`config.mk`:
```
export PLATFORM = sky130hd
export DESIGN_NAME = vx_issue_arb_scalar
export DESIGN_NICKNAME = d
export VERILOG_FILES = /design/src/rtl/vx_issue_arb_scalar.sv
export SDC_FILE = /design/constraint.sdc
export NUM_CORES = 1
export LEC_CHECK = 0
export CORE_AREA = 2 2 298 300
export DETAILED_ROUTE_END_ITERATION = 7
export DIE_AREA = 0 0 300 302
export GPL_TIMING_DRIVEN = 1
export HOLD_SLACK_MARGIN = 0.15
export PLACE_DENSITY = 0.71
export SETUP_SLACK_MARGIN = 0.02
export SYNTH_ARGS = -nofsm -noshare
export SYNTH_HDL_FRONTEND = slang
export SYNTH_SLANG_ARGS = --single-unit
```
`constraint.sdc`:
```
create_clock -name i_clk -period 15.1 [get_ports i_clk]
set_input_delay 4.53 -clock i_clk [delete_from_list [all_inputs] [get_ports i_clk]]
set_output_delay 4.53 -clock i_clk [all_outputs]
set_load 0.02 [all_outputs]
```
`src/rtl/vx_issue_arb_scalar.sv`:
```
// vx_issue_arb_scalar
// Drains ISSUE_CNT instruction-buffer channels. Each channel head is checked
// against a per-warp register scoreboard. One hazard-free head per cycle is
// granted round-robin into a single registered output stage. Destination
// registers stay pending until writeback retires them.

`ifndef NUM_WARPS
`define NUM_WARPS 8
`endif

module vx_issue_arb_scalar #(
    parameter int WARP_CNT    = `NUM_WARPS,
    parameter int ISSUE_CNT   = (WARP_CNT < 4) ? WARP_CNT : 4,
    parameter int ISSUE_WIS_W = ((WARP_CNT / ISSUE_CNT) > 1) ? $clog2(WARP_CNT / ISSUE_CNT) : 1,
    parameter int NUM_REGS    = 32,
    parameter int DATAW       = 128,
    localparam int NR_BITS    = (NUM_REGS > 1) ? $clog2(NUM_REGS) : 1,
    localparam int WID_W      = (WARP_CNT > 1) ? $clog2(WARP_CNT) : 1
) (
    input  logic                             i_clk,
    input  logic                             i_reset,
    input  logic [ISSUE_CNT-1:0]             i_flush,
    input  logic [ISSUE_CNT-1:0]             i_ibuf_valid,
    output logic [ISSUE_CNT-1:0]             o_ibuf_ready,
    input  logic [ISSUE_CNT*ISSUE_WIS_W-1:0] i_ibuf_wis,
    input  logic [ISSUE_CNT-1:0]             i_ibuf_wb,
    input  logic [ISSUE_CNT*NR_BITS-1:0]     i_ibuf_rd,
    input  logic [ISSUE_CNT*NR_BITS-1:0]     i_ibuf_rs1,
    input  logic [ISSUE_CNT*NR_BITS-1:0]     i_ibuf_rs2,
    input  logic [ISSUE_CNT*NR_BITS-1:0]     i_ibuf_rs3,
    input  logic [ISSUE_CNT*DATAW-1:0]       i_ibuf_data,
    input  logic                             i_wb_valid,
    input  logic [WID_W-1:0]                 i_wb_wid,
    input  logic [NR_BITS-1:0]               i_wb_rd,
    output logic                             o_issue_valid,
    input  logic                             i_issue_ready,
    output logic [WID_W-1:0]                 o_issue_wid,
    output logic [DATAW-1:0]                 o_issue_data
);

    localparam int SLOT_W = (ISSUE_CNT > 1) ? $clog2(ISSUE_CNT) : 1;

    // Scoreboard: one pending bit per (warp, register).
    logic [WARP_CNT-1:0][NUM_REGS-1:0] r_pending;
    logic [WARP_CNT-1:0][NUM_REGS-1:0] w_pending_next;

    // Round-robin start position.
    logic [SLOT_W-1:0] r_rr_ptr;
    logic [SLOT_W-1:0] w_rr_next;

    // Output stage. Slot/rd/wb are kept so a flush can cancel the held
    // instruction and give back its scoreboard bit.
    logic              r_issue_valid;
    logic [WID_W-1:0]  r_issue_wid;
    logic [DATAW-1:0]  r_issue_data;
    logic [SLOT_W-1:0] r_issue_slot;
    logic [NR_BITS-1:0] r_issue_rd;
    logic              r_issue_wb;

    // Per-slot decoded head fields.
    logic [WID_W-1:0]   w_wid  [ISSUE_CNT];
    logic [NR_BITS-1:0] w_rd   [ISSUE_CNT];
    logic [DATAW-1:0]   w_data [ISSUE_CNT];
    logic [ISSUE_CNT-1:0] w_eligible;

    // Arbitration results.
    logic               w_stage_free;
    logic               w_grant_any;
    logic [SLOT_W-1:0]  w_grant_slot;
    logic [WID_W-1:0]   w_win_wid;
    logic [NR_BITS-1:0] w_win_rd;
    logic               w_win_wb;
    logic [DATAW-1:0]   w_win_data;
    logic               w_win_sets_sb;
    logic               w_flush_held;

    // The output stage can take a new instruction when empty or draining.
    assign w_stage_free = ~r_issue_valid | i_issue_ready;

    // A held instruction whose slot is flushed and which is not accepted
    // this cycle is cancelled.
    assign w_flush_held = r_issue_valid & ~i_issue_ready & i_flush[r_issue_slot];

    genvar gi;
    generate
        for (gi = 0; gi < ISSUE_CNT; gi++) begin : g_slot
            logic [ISSUE_WIS_W-1:0] w_wis;
            logic [NR_BITS-1:0]     w_rs1;
            logic [NR_BITS-1:0]     w_rs2;
            logic [NR_BITS-1:0]     w_rs3;
            logic                   w_rs1_busy;
            logic                   w_rs2_busy;
            logic                   w_rs3_busy;
            logic                   w_rd_busy;

            assign w_wis     = i_ibuf_wis[gi*ISSUE_WIS_W +: ISSUE_WIS_W];
            assign w_rs1     = i_ibuf_rs1[gi*NR_BITS +: NR_BITS];
            assign w_rs2     = i_ibuf_rs2[gi*NR_BITS +: NR_BITS];
            assign w_rs3     = i_ibuf_rs3[gi*NR_BITS +: NR_BITS];
            assign w_rd[gi]  = i_ibuf_rd[gi*NR_BITS +: NR_BITS];
            assign w_data[gi] = i_ibuf_data[gi*DATAW +: DATAW];

            // Warps are interleaved across slots: wid = wis*ISSUE_CNT + slot.
            assign w_wid[gi] = WID_W'(w_wis) * WID_W'(ISSUE_CNT) + WID_W'(gi);

            // Register 0 is hardwired and never treated as pending.
            assign w_rs1_busy = (w_rs1 != '0) && r_pending[w_wid[gi]][w_rs1];
            assign w_rs2_busy = (w_rs2 != '0) && r_pending[w_wid[gi]][w_rs2];
            assign w_rs3_busy = (w_rs3 != '0) && r_pending[w_wid[gi]][w_rs3];
            assign w_rd_busy  = i_ibuf_wb[gi] && (w_rd[gi] != '0)
                                && r_pending[w_wid[gi]][w_rd[gi]];

            // RAW on any source or WAW on the destination blocks the head.
            assign w_eligible[gi] = i_ibuf_valid[gi] & ~i_flush[gi]
                                    & ~w_rs1_busy & ~w_rs2_busy & ~w_rs3_busy
                                    & ~w_rd_busy;

            // Pop strobe is one-hot on the winner and forced low in reset.
            assign o_ibuf_ready[gi] = ~i_reset & w_grant_any
                                      & (w_grant_slot == SLOT_W'(gi));
        end
    endgenerate

    // Round-robin pick: first eligible slot at or after r_rr_ptr, wrapping.
    always_comb begin
        w_grant_any  = 1'b0;
        w_grant_slot = '0;
        for (int k = 0; k < ISSUE_CNT; k++) begin
            if (!w_grant_any && w_stage_free
                && w_eligible[(int'(r_rr_ptr) + k) % ISSUE_CNT]) begin
                w_grant_any  = 1'b1;
                w_grant_slot = SLOT_W'((int'(r_rr_ptr) + k) % ISSUE_CNT);
            end
        end
    end

    assign w_win_wid     = w_wid[w_grant_slot];
    assign w_win_rd      = w_rd[w_grant_slot];
    assign w_win_wb      = i_ibuf_wb[w_grant_slot];
    assign w_win_data    = w_data[w_grant_slot];
    assign w_win_sets_sb = w_grant_any & w_win_wb & (w_win_rd != '0);

    // The pointer moves just past the winner so the next search starts there.
    assign w_rr_next = (w_grant_slot == SLOT_W'(ISSUE_CNT - 1))
                       ? '0 : w_grant_slot + SLOT_W'(1);

    // Scoreboard update: clears first, then the grant's set, so set wins on a collision.
    always_comb begin
        w_pending_next = r_pending;
        if (i_wb_valid) begin
            w_pending_next[i_wb_wid][i_wb_rd] = 1'b0;
        end
        if (w_flush_held && r_issue_wb) begin
            w_pending_next[r_issue_wid][r_issue_rd] = 1'b0;
        end
        if (w_win_sets_sb) begin
            w_pending_next[w_win_wid][w_win_rd] = 1'b1;
        end
    end

    // Scoreboard register.
    always_ff @(posedge i_clk or posedge i_reset) begin
        if (i_reset) begin
            r_pending <= '0;
        end else begin
            r_pending <= w_pending_next;
        end
    end

    // Round-robin pointer advances only on a grant.
    always_ff @(posedge i_clk or posedge i_reset) begin
        if (i_reset) begin
            r_rr_ptr <= '0;
        end else if (w_grant_any) begin
            r_rr_ptr <= w_rr_next;
        end
    end

    // Output stage: load on grant, hold while stalled, drop on accept or flush.
    always_ff @(posedge i_clk or posedge i_reset) begin
        if (i_reset) begin
            r_issue_valid <= 1'b0;
            r_issue_wid   <= '0;
            r_issue_data  <= '0;
            r_issue_slot  <= '0;
            r_issue_rd    <= '0;
            r_issue_wb    <= 1'b0;
        end else if (w_grant_any) begin
            r_issue_valid <= 1'b1;
            r_issue_wid   <= w_win_wid;
            r_issue_data  <= w_win_data;
            r_issue_slot  <= w_grant_slot;
            r_issue_rd    <= w_win_rd;
            r_issue_wb    <= w_win_wb;
        end else if (w_flush_held || i_issue_ready) begin
            r_issue_valid <= 1'b0;
        end
    end

    assign o_issue_valid = r_issue_valid;
    assign o_issue_wid   = r_issue_wid;
    assign o_issue_data  = r_issue_data;

endmodule
```
* After elaboration in Yosys (flattened, before gate mapping)
Index checks and enable logic that the tools add are counted.
** Cells by class
- Add/sub/neg operators :: 7
- $lt $le $gt $ge :: 39
- Equality and inequality tests :: 3
- Multiplexer cells :: 90
- Bitwise gates (word level) :: 62
- Reductions and logical operators :: 60
** Operators by type and width (number)
- 256-bit 2-to-1 mux :: 3
- 256-bit AND :: 2
- 256-bit inverter :: 2
- 32-bit binary-select mux with 3-bit select :: 3
- 32-bit demux with 3-bit select :: 3
- 128-bit binary-select mux with 2-bit select :: 1
- 128-bit 2-to-1 mux :: 2
- 32-bit 2-to-1 mux :: 8
- 256-bit OR :: 1
- 5-bit by 6-bit less-than comparator with 1-bit output (second input constant) :: 19
- 5-bit nonzero test :: 17
- 1-bit binary-select mux with 5-bit select :: 16
- 3-bit by 4-bit less-than comparator with 1-bit output (second input constant) :: 10
- 1-bit logical AND :: 34
- 1-bit 2-to-1 mux :: 34
- 1-bit AND :: 29
- 1-bit inverter :: 23
- 1-bit demux with 5-bit select :: 3
- 5-bit by 1-bit >= comparator with 1-bit output (second input constant) :: 3
- 1-bit binary-select mux with 2-bit select :: 6
- 5-bit binary-select mux with 2-bit select :: 1
- 2-bit 2-to-1 mux :: 5
- 5-bit 2-to-1 mux :: 2
- 3-bit by 1-bit >= comparator with 1-bit output (second input constant) :: 3
- 18 further kinds :: 31
** Storage, ports and cells
- Register bits :: 398
- Bits of input ports :: 620
- Word-level logic and storage cells :: 276

* Logic depth before layout (Yosys ltp)
- Depth in word-level cells :: 39
- Gate-level depth with buffers :: 21

* Worst setup path after synthesis
OpenSTA, ideal clock, no wires.
- Path type :: input-to-output
- Start :: input port i_ibuf_rd[1]
- End :: output port o_ibuf_ready[0]
- Data arrival time :: 8760 ps
- Data required time :: 10570 ps
- Setup slack :: 1810 ps
- Stages :: 18
- Buffers on the path :: 5
- Path through :: clkbuf_1 > clkbuf_1 > mux4_2 > mux2_2 > a21oi_1 > nor4b_1 > a2111oi_2 > nand3_2 > and2_1 > mux4_2 > and3b_1 > a31oi_4 > buf_4 > clkbuf_1 > buf_2 > inv_1 > ha_1 > and2_1
** Between the ends
- Word-level cells in the longest chain between the ends :: 23
** Ends and longest elaborated chain
- start, declared :: RTL line 27 : input logic [ISSUE_CNT*NR_BITS-1:0] i_ibuf_rd,
- 1-bit binary-select mux with 5-bit select / 5-bit nonzero test (equally long branches) :: RTL line 111, 110
- 1-bit 2-to-1 mux (implied by the code) / 1-bit logical AND (equally long branches) :: RTL line 111, 110
- 1-bit logical AND (*) :: RTL line 111 : && r_pending[w_wid[gi]][w_rd[gi]];
- 1-bit inverter (*) :: RTL line 116 : & ~w_rd_busy;
- 1-bit AND (*) :: RTL line 116
- 1-bit binary-select mux with 2-bit select :: RTL line 130 : && w_eligible[(int'(r_rr_ptr) + k) % ISSUE_CNT]) begin
- 1-bit 2-to-1 mux (implied by the code) :: RTL line 130
- 1-bit logical AND :: RTL line 130
- [7 not listed]
- 1-bit logical AND :: RTL line 130
- 1-bit 2-to-1 mux :: RTL line 129 : if (!w_grant_any && w_stage_free
- 1-bit zero test :: RTL line 129
- 1-bit logical AND :: RTL line 129
- 1-bit logical AND :: RTL line 130
- 1-bit 2-to-1 mux / 2-bit 2-to-1 mux (equally long branches) :: RTL line 129
- 1-bit AND / 2-bit zero test (equally long branches) :: RTL line 119, 120
- 1-bit AND (*) :: RTL line 120 : & (w_grant_slot == SLOT_W'(gi));
- end, declared :: RTL line 24 : output logic [ISSUE_CNT-1:0] o_ibuf_ready,
Mark *: on every way between the ends. The rest lies on a longest branch, timed or not. The select of a mux whose other input is x is not followed.

* Worst setup path after layout
- Start :: input port i_ibuf_rd[5]
- End :: output port o_ibuf_ready[0]
Same word-level chain as after synthesis.

==> results by group <==
Detailed routing
  • Routed wire per std cell: 36.6 um
  • 1st-iter DRT viols: 4396
  • Via Count: 31400
  • DRC Markers: 0
  • Post-Route WL: 176000 um
  • Drt pass-1 iters: 7
  • Routed Antenna Nets: 0
  • Via density: 6.52

Die
  • CORE AREA: 87600 um2
  • Rows: 109
  • Initial core utilization: 33.9%
  • Die H: 302 um
  • # IOs: 756
  • Die Width: 300 um
  • Full die area: 90600 um2

Synth
  • EDFF count, synth: 0
  • Net Count, Synth: 3584
  • Flops & latches, synth: 394
  • Sequential area share after synthesis: 33.2%
  • Cell area after synthesis: 29700 um2
  • Synth Area in Adders: 0.169%
  • Post-synth top flop: dfrtp_1
  • Synth top area share: 33.2%
  • Asr flop ratio synth: 100%
  • Cell variety after synth: 75
  • Post-synthesis mux area share: 30.2%
  • Count leader, synth: dfrtp_1
  • Simple logic cell fraction of the synthesized area: 11.6%
  • Largest family of logic cells by synthesized area: multiplexers
  • Synth Area in XOR/XNOR: 0%
  • Syn Area/Cell: 10.0 um2
  • Mapped Cells: 2960
  • Post-synthesis compound-gate area fraction: 20.5%
  • Syn. warnings: 0
  • Top post-synthesis cells by count: dfrtp_1 (394), o21ai_0 (301), nand2_1 (269), o221ai_1 (249), mux2i_1 (228)
  • Synth area leaders: dfrtp_1 (33%), mux4_2 (16%), mux2i_1 (7.7%)
  • Largest area contributor in the netlist: dfrtp_1

Power and ir drop
  • LEAKAGE: 15.7 nW
  • Power Density: 141 nW/um2
  • Peak VDD IR: 0.0000927 V

Place
  • GP Congestion: 1.05
  • PortBufs: 755
  • HPWL after detailed placement: 137000 um
  • Cell Area, Placed: 38000 um2

Timing
  • FMAX: 68.4 MHz
  • TNS Setup: 0 ns
  • Final hold vios: 0
  • Worst-Margin Slew: 1.33 ns
  • Setup violators final: 0
  • Max Slew Vio Count: 0
  • RSZ-0062 raised after global routing: no
  • Final setup skew: 0.0230 ns
  • Fin crit share: 96.9%
  • Max_slew headroom: 11.6%
  • Tmin final: 14.63 ns

Clock network
  • TritonCTS buffer count: 51
  • Clk Latency, worst-skew pair: 0.62 ns
  • TritonCTS Sinks: 394
  • Clock slew at reported path FFs: 0.06 ns
  • Root Buffer: clkbuf_16
  • Post-CTS setup buffer count: 0
  • Cts repair resizes: 0
  • Hold_buf cts: 0
  • H-tree level count: 2
  • Clock buffer depth: 3
  • CTS tree: built

Critical path
  • Crit path launch type: input port
  • CP Data Arrival Time: 10.10 ns
  • CP Capture Type: primary output
  • WP data required: 10.57 ns
  • Crit path kind: input port to primary output
  • Crit-path max FO: 14

Flow run
  • MaxCap Viol Count: 0

Final layout
  • Multi-input logic area: 18600 um2
  • Finished Cell Area: 39800 um2
  • Fill cell count: 8409
  • Final Util: 45.5%
  • Share of cells above drive strength 1: 15.6%
  • Final #Nets: 4182
  • P&R area growth vs syn: 34.4%
  • FF/Latch Area: 9860 um2

Global routing
  • Vias in the first global route: 29600
  • Initial antenna violation count: 87
  • Largest net degree at the start of global routing: 135
  • Total congestion overflow: 0
  • Total track usage: 37.4%
  • First-pass GRT wire length: 239000 um

Worst hold path
  • Worst Hold Class: flop to flop

Status
  • Status: finished, final reports clean
-- worst max-delay path, cell delays in order --
cell,delay (ns)
clkdlybuf4s50_1,1.07
mux4_2,0.60
a221o_1,0.32
a21oi_1,0.19
o32ai_1,0.12
or4_1,0.44
nor2_1,0.47
nor2_1,0.16
mux4_2,0.49
and3b_1,0.22
a31oi_4,0.39
inv_1,0.18
ha_1,0.21
and2_1,0.13
clkdlybuf4s50_1,0.53
-- path summary, 6_finish.rpt --
check | start | end | slack, ns | cells past startpoint
max reg2reg | r_pending[199]$_DFF_PP0_ | o_issue_data[26]$_DFFE_PP0N_ | 7.82 | 16
min reg2reg | o_issue_data[96]$_DFFE_PP0N_ | o_issue_data[96]$_DFFE_PP0N_ | 0.48 | 2
max | i_ibuf_rd[5] | o_ibuf_ready[0] | 0.47 | 15
min | o_issue_data[96]$_DFFE_PP0N_ | o_issue_data[96]$_DFFE_PP0N_ | 0.48 | 2
min in group asynchronous | i_reset | o_issue_data[75]$_DFFE_PP0N_ | 4.44 | 2
max in group asynchronous | i_reset | r_pending[235]$_DFF_PP0_ | 8.31 | 4
-- cell type report --
type | count | area share (%)
multi-input combinational | 2267 | 46.6
sequential | 394 | 24.7
timing repair buffer | 819 | 20.2
tap | 1165 | 3.66
clock buffer | 69 | 3.57
clock inverter | 25 | 0.757
antenna | 43 | 0.270
inverter | 25 | 0.245
-- layout by cell type, fill, tap and decap left out, types with 7 or more instances in the layout --
cell type,synthesis,routed
clkdlybuf4s50_1,0,751
buf_4,9,64
a221oi_1,8,8
mux4_2,207,207
a211oi_1,9,9
mux2_2,177,177
o311ai_0,8,8
nor2_1,177,177
nand3_1,63,62
a31oi_1,9,9
a22oi_1,13,13
dfrtp_1,394,394
nor3b_1,17,17
nand2_1,269,269
nor4b_1,7,7
o211ai_1,10,10
mux2i_1,228,228
o21ai_1,68,68
and2_1,14,14
clkbuf_16,0,51
and3_1,8,8
inv_1,24,23
o31ai_1,29,29
o22ai_1,11,11
o21ai_0,301,300
nand4_1,28,28
diode_2,0,43
clkinv_2,0,8
clkbuf_8,0,8
nor2b_1,42,42
clkbuf_1,179,10
a2111oi_0,14,14
o221a_2,7,7
nand2b_1,21,21
nand3b_1,16,16
nor3_1,18,18
nor4_1,15,15
o221ai_1,249,249
a21oi_1,143,143
-- metal layers --
metal | up-vias | wire length [um] | part of all wire [%] | GRT usage (%)
met2 | 2571 | 75200 | 43 | 54.6
met1 | 15300 | 61000 | 35 | 43.7
met4 | 40 | 12600 | 7.2 | 23.6
li1 | 12900 | - | - | -
met3 | 513 | 26700 | 15 | 18.5
met5 | - | 264 | 0.15 | 0
-- flip-flops by register name (all words and copies together) (netlist names) --
name and count:
o_issue_data 128, r_issue_wb 1, o_issue_valid 1, r_pending 254, r_issue_rd 5, r_rr_ptr 2
o_issue_wid 3
-- per-stage QoR --
step	cells	worst slack [ns]	power (mW)	hold WS, ns
floorplan	2960	1.81	3.04	0.449
global placement	4670	0.709	4.23	0.461
detailed placement	4670	0.607	4.25	0.470
CTS	4764	0.601	5.54	0.483
global route	4795	0.304	5.82	0.507
finish	4807	0.471	5.60	0.479
-- where the power goes --
group	internal [mW]	switching, mW	leakage (nW)
logic	1.05	1.51	9.58
registers	1.36	0.394	5.25
clock network	0.751	0.532	0.840
total	3.17	2.43	15.7
-- cell families (layout without fill, tap and decap cells) --
group,count (synthesis),in the layout
other,0,43
AO/OA/AOI/OAI,922,922
buffers and inverters,299,938
adder cells (fa/ha/maj),4,4
multiplexers,614,614
AND/OR/NAND/NOR,727,727
flip-flops,394,394
Power figures use the tool's default switching activity.
